<file path="src/rtl/smvm_pkg.sv">
// Shared constants and state encoding for the SMVM issue scheduler.
package smvm_pkg;

    localparam int K          = 4;   // lanes per batch
    localparam int VAL_W      = 8;   // signed matrix value width
    localparam int COL_W      = 7;   // column index width
    localparam int PIPE_DEPTH = 4;   // tree latency, issue to result
    localparam int BCNT_W     = 8;   // batch counter width

    // Derived widths
    localparam int CNT_W   = (K > 1) ? $clog2(K) : 1;
    localparam int DRAIN_W = (PIPE_DEPTH > 1) ? $clog2(PIPE_DEPTH) : 1;
    localparam int ONES_W  = $clog2(K + 1);

    typedef enum logic [2:0] {
        ST_IDLE  = 3'd0,
        ST_FILL  = 3'd1,
        ST_ISSUE = 3'd2,
        ST_DRAIN = 3'd3,
        ST_DONE  = 3'd4
    } state_e;

endpackage

</file>
<file path="src/rtl/ipv_popcount.sv">
// Population count of a K-bit IPV vector; also used by the output reducer.
module ipv_popcount #(
    parameter int N     = 4,
    parameter int OUT_W = $clog2(N + 1)
) (
    input  logic [N-1:0]     i_bits,
    output logic [OUT_W-1:0] o_count
);

    // Sum the set bits of the input vector.
    always_comb begin
        // NOTE: a default at the top of every always_comb keeps every path assigned, so no latch is inferred.
        o_count = '0;
        for (int i = 0; i < N; i++) begin
            o_count = o_count + OUT_W'(i_bits[i]);
        end
    end

endmodule

</file>
<file path="src/rtl/smvm_issue_scheduler.sv">
// Packs nonzero entries into K-lane batches, issues them to the multiply/reduce
// tree with a valid/ready handshake, then drains the tree before signalling done.
module smvm_issue_scheduler
    import smvm_pkg::*;
(
    input  logic                   clk,
    input  logic                   rst_n,
    input  logic                   start,
    input  logic                   nnz_valid,
    output logic                   nnz_ready,
    input  logic [VAL_W-1:0]       nnz_val,
    input  logic [COL_W-1:0]       nnz_col,
    input  logic                   nnz_ipv,
    input  logic                   nnz_last,
    output logic                   issue_valid,
    input  logic                   issue_ready,
    output logic [K*VAL_W-1:0]     issue_val,
    output logic [K*COL_W-1:0]     issue_col,
    output logic [K-1:0]           issue_ipv,
    output logic [ONES_W-1:0]      issue_ones,
    output logic [BCNT_W-1:0]      batch_count,
    output logic                   busy,
    output logic                   done
);

    state_e                      r_state;
    state_e                      w_next_state;
    logic [CNT_W-1:0]            r_cnt;
    logic [DRAIN_W-1:0]          r_drain_cnt;
    logic [K-1:0][VAL_W-1:0]     r_lane_val;
    logic [K-1:0][COL_W-1:0]     r_lane_col;
    logic [K-1:0]                r_lane_ipv;
    logic [BCNT_W-1:0]           r_batch_count;
    logic                        r_last_seen;

    logic                        w_start;
    logic                        w_accept;
    logic                        w_fire;
    logic                        w_batch_full;
    logic                        w_drain_end;
    logic [K-1:0]                w_issue_ipv;

    // Handshake strobes; each is qualified by the only state that may act on it,
    // so start outside IDLE and nnz_valid outside FILL have no effect.
    assign w_start      = (r_state == ST_IDLE)  && start;
    assign w_accept     = (r_state == ST_FILL)  && nnz_valid;
    assign w_fire       = (r_state == ST_ISSUE) && issue_ready;
    assign w_batch_full = (r_cnt == CNT_W'(K - 1));
    assign w_drain_end  = (r_drain_cnt == DRAIN_W'(PIPE_DEPTH - 1));

    // State register.
    always_ff @(posedge clk) begin
        // NOTE: sequential state uses non-blocking assignments so every flop samples pre-edge values.
        if (!rst_n) begin
            r_state <= ST_IDLE;
        end else begin
            r_state <= w_next_state;
        end
    end

    // Next-state decode.
    always_comb begin
        w_next_state = r_state;
        case (r_state)
            ST_IDLE: begin
                if (start) begin
                    w_next_state = ST_FILL;
                end
            end
            ST_FILL: begin
                if (w_accept && (w_batch_full || nnz_last)) begin
                    w_next_state = ST_ISSUE;
                end
            end
            ST_ISSUE: begin
                if (issue_ready) begin
                    w_next_state = r_last_seen ? ST_DRAIN : ST_FILL;
                end
            end
            ST_DRAIN: begin
                if (w_drain_end) begin
                    w_next_state = ST_DONE;
                end
            end
            ST_DONE: begin
                w_next_state = ST_IDLE;
            end
            default: begin
                w_next_state = ST_IDLE;
            end
        endcase
    end

    // Lane registers, lane count, end-of-matrix flag and batch counter.
    always_ff @(posedge clk) begin
        // NOTE: the lane registers are reset along with the control state so a partial batch never survives reset.
        if (!rst_n) begin
            r_cnt         <= '0;
            r_lane_val    <= '0;
            r_lane_col    <= '0;
            r_lane_ipv    <= '0;
            r_batch_count <= '0;
            r_last_seen   <= 1'b0;
        end else begin
            if (w_start) begin
                r_cnt         <= '0;
                r_lane_val    <= '0;
                r_lane_col    <= '0;
                r_lane_ipv    <= '0;
                r_batch_count <= '0;
                r_last_seen   <= 1'b0;
            end
            if (w_accept) begin
                r_lane_val[r_cnt] <= nnz_val;
                r_lane_col[r_cnt] <= nnz_col;
                r_lane_ipv[r_cnt] <= nnz_ipv;
                r_cnt             <= w_batch_full ? '0 : r_cnt + CNT_W'(1);
                r_last_seen       <= r_last_seen | nnz_last;
            end
            if (w_fire) begin
                r_cnt      <= '0;
                r_lane_val <= '0;
                r_lane_col <= '0;
                r_lane_ipv <= '0;
                if (r_batch_count != {BCNT_W{1'b1}}) begin
                    r_batch_count <= r_batch_count + BCNT_W'(1);
                end
            end
            if (r_state == ST_DONE) begin
                r_last_seen <= 1'b0;
            end
        end
    end

    // Drain counter: counts tree pipeline cycles after the final issue.
    always_ff @(posedge clk) begin
        if (!rst_n) begin
            r_drain_cnt <= '0;
        end else if (r_state == ST_DRAIN) begin
            r_drain_cnt <= r_drain_cnt + DRAIN_W'(1);
        end else begin
            r_drain_cnt <= '0;
        end
    end

    // Lane outputs are presented only while a batch is offered to the tree.
    assign w_issue_ipv = issue_valid ? r_lane_ipv : '0;
    assign issue_val   = issue_valid ? r_lane_val : '0;
    assign issue_col   = issue_valid ? r_lane_col : '0;
    assign issue_ipv   = w_issue_ipv;

    assign nnz_ready   = (r_state == ST_FILL);
    assign issue_valid = (r_state == ST_ISSUE);
    assign busy        = (r_state != ST_IDLE);
    assign done        = (r_state == ST_DONE);
    assign batch_count = r_batch_count;

    ipv_popcount #(
        .N     (K),
        .OUT_W (ONES_W)
    ) u_ipv_popcount (
        .i_bits  (w_issue_ipv),
        .o_count (issue_ones)
    );

endmodule

</file>
<file path="config.mk">
export PLATFORM = sky130hd
export DESIGN_NAME = smvm_issue_scheduler
export DESIGN_NICKNAME = d
export VERILOG_FILES = /design/src/rtl/smvm_pkg.sv /design/src/rtl/ipv_popcount.sv /design/src/rtl/smvm_issue_scheduler.sv
export SDC_FILE = /design/constraint.sdc
export NUM_CORES = 1
export LEC_CHECK = 0
export CAP_MARGIN = 30
export CORE_MARGIN = 2
export CORE_UTILIZATION = 41
export DETAILED_ROUTE_END_ITERATION = 8
export DONT_BUFFER_PORTS = 1
export MAX_ROUTING_LAYER = met4
export PLACE_DENSITY_LB_ADDON = 0.15
export REMOVE_ABC_BUFFERS = 1
export SETUP_SLACK_MARGIN = 0.2
export SYNTH_ARGS = -nofsm -noshare
export SYNTH_HDL_FRONTEND = slang
export SYNTH_SLANG_ARGS = --single-unit
</file>
<file path="constraint.sdc">
create_clock -name clk -period 4.1 [get_ports clk]
set_input_delay 0.615 -clock clk [delete_from_list [all_inputs] [get_ports clk]]
set_output_delay 0.615 -clock clk [all_outputs]
set_load 0.01 [all_outputs]
</file>
==> flow_summary.ini <==
[sta]
setup_tns_ns = 0
finalSetupViolCount = 0
fin_worst_skew_ns = 0.00524
hold_viol_final = 0
fmax_ghz = 0.313
fin_crit_sh = 0.780
worstMarginPinSlew_ns = 0.844
slew_headroom = 0.438
rsz0062_at_grt = false
slew_violations = 0
min_period_ns = 3.20

[die]
fp.dieH_um = 99.0
die_area_um2 = 9810
rows = 34
io_pins = 101
core_um2 = 8720
fp.dieW_um = 99.0
initial_core_util = 0.425

[critical_path]
r2r-end = r_lane_val[20]
slowest_delay_ns = 0.51
worstPathMaxFanout = 62
arrival_ns = 2.58
cp-start-kind = register
path_cells = nor3b_4 -> buf_4 -> and2_1 -> fa_1 -> ha_1
path_buf_inv = 1
crit_family = simple AND/OR/NAND/NOR gates
reg2reg_slack_ns = 1.85
critPathRequiredTime_ns = 3.48
r2r-start = r_state[1]
endpoint_kind = output port
worstRegToRegCells = 4
crit_type = reg2out
cp_slowest_cell = dfxtp_1

[detailed_routing]
drt_wl_total_mm = 9.66
drtPass1Iterations = 5
first_iter_violations = 171
wl_per_cell_um = 17.6
vias = 3069
viasPerCell = 5.58
ant_nets = 0
drcViolationCount = 0

[clocking]
cts_buffers = 9
hold_buffers = 0
cts_setup_buffers = 0
clockBufferDepth = 2
clkLatencyLatePin_ns = 0.34
root_buffer = clkbuf_8
cts.sinks = 80
cts_tree = yes
cts_resized = 0
htreeDepth = 3
clk_pin_slew_ns = 0.08

[status]
status = complete, no violations

[logic_synthesis]
yosysTopAreaCell = dfxtp_1
syn_area_um2 = 3700
synth.area.top_cells = dfxtp_1, and2_1, nand3_1
synth_seq_area_share = 0.432
yosys.area.top_type_share = 0.432
synth_ff_type = dfxtp_1
syn_avg_cell_area_um2 = 7.98
yosysWarnings = 0
yosysUniqueCellTypes = 42
synth.ff_latch_count = 80
synthArstFlopShare = 0
syn_inst = 464
synth_edf_count = 0

[layout]
syn_to_final_growth_pct = 4.63
final_cell_mix = dfxtp_1, and2_1, nand3_1, nand2_1, a21oi_1
nets = 469
antenna_cells = 0
stdcell_count = 550
final_common_cell = dfxtp_1
drive_above_1_share = 0.0543

[place]
dp.cells = 535
dpl.hpwl_mm = 5.98
numPortBuffers = 0
place_congestion = 0.804

[global_route]
grt_pass1_wl_mm = 15.2
overflow = 0
first_global_vias = 2823
antenna_found_initial = 0
track_usage = 0.201
grt_max_degree = 77

[hold_path]
hold_path_class = in2reg
hold_depth = 2
hp-start = nnz_col[3]
hold-path-endpoint = r_lane_col[17]

[power]
max-vdd-ir-drop_mv = 0.168
p_leak_uw = 0.00132
power_density_nw_per_um2 = 390

[job]
drv_cap = 0
-- power by group --
group          total, uW  switching (uW)  internal (uW)
combinational       91.6            71.1           20.5
clock                625             288            337
sequential           794            8.53            785
total               1510             368           1140
-- Yosys cell counts, types with 2 or more instances --
cell type	number
nand3_1	70
o21ai_0	2
nor2_1	8
nor2b_1	6
and3_1	2
nor4_1	3
nor3_1	3
clkbuf_1	17
ha_1	8
nand2_2	3
buf_2	16
a22oi_1	3
buf_4	4
and2_1	70
inv_1	2
dfxtp_1	80
nand4_1	2
nand2_1	70
a31oi_1	3
or3_1	2
buf_6	2
a21oi_1	68
-- sequential cells by signal, indices dropped and copies added, names as in the netlist --
register     cells
r_lane_ipv       4
r_drain_cnt      2
r_last_seen      1
batch_count      8
r_cnt            2
r_lane_val      32
r_state          3
r_lane_col      28
-- layout make-up --
class | count | area (um2)
Clock inverter | 6 | 85.1
Inverter | 3 | 11.3
Tap cell | 108 | 135
Fill cell | 898 | 4850
Sequential cell | 80 | 1600
Timing Repair Buffer | 2 | 15.0
Multi-Input combinational cell | 342 | 1900
Clock buffer | 9 | 124
-- through the flow --
step / util / instance area (um2) / power, uW / hold slack, ns / setup WS (ns)
finish: 0.444 / 3870 / 1510 / 0.395 / 0.901
global placement: 0.420 / 3670 / 902 / 0.406 / 1.30
global route: 0.444 / 3870 / 1570 / 0.369 / 0.720
floorplan: - / 3510 / 873 / 0.398 / 0.335
CTS: 0.444 / 3870 / 1530 / 0.380 / 0.850
detailed placement: 0.420 / 3670 / 905 / 0.433 / 1.24
-- worst max path at each step --
stage               start  depth (start not counted)             to
3_5_place_dp   r_state[1]                          5  issue_ones[1]
6_report       r_state[1]                          5  issue_ones[1]
2_1_floorplan  r_state[1]                          5  issue_ones[1]
4_1_cts        r_state[1]                          5  issue_ones[1]
5_1_grt        r_state[1]                          5  issue_ones[1]
3_3_place_gp   r_state[1]                          4  issue_ones[0]
-- cell families after synthesis --
logic type,synth area share
compound gates,0.127
xor+xnor,0.00237
fa+ha+maj,0.0324
buf+inv,0.0561
flops,0.432
mux,0.00270
simple gates,0.347
-- per-layer routing --
layer | vias up | global-route usage | part of all wire
li1 | 1516 | - | -
met1 | 1452 | 0.264 | 0.44
met2 | 91 | 0.300 | 0.47
met3 | 10 | 0.0518 | 0.070
met4 | 0 | 0.0727 | 0.013
met5 | - | - | 0
No activity file was read; power rests on OpenSTA's default activity.
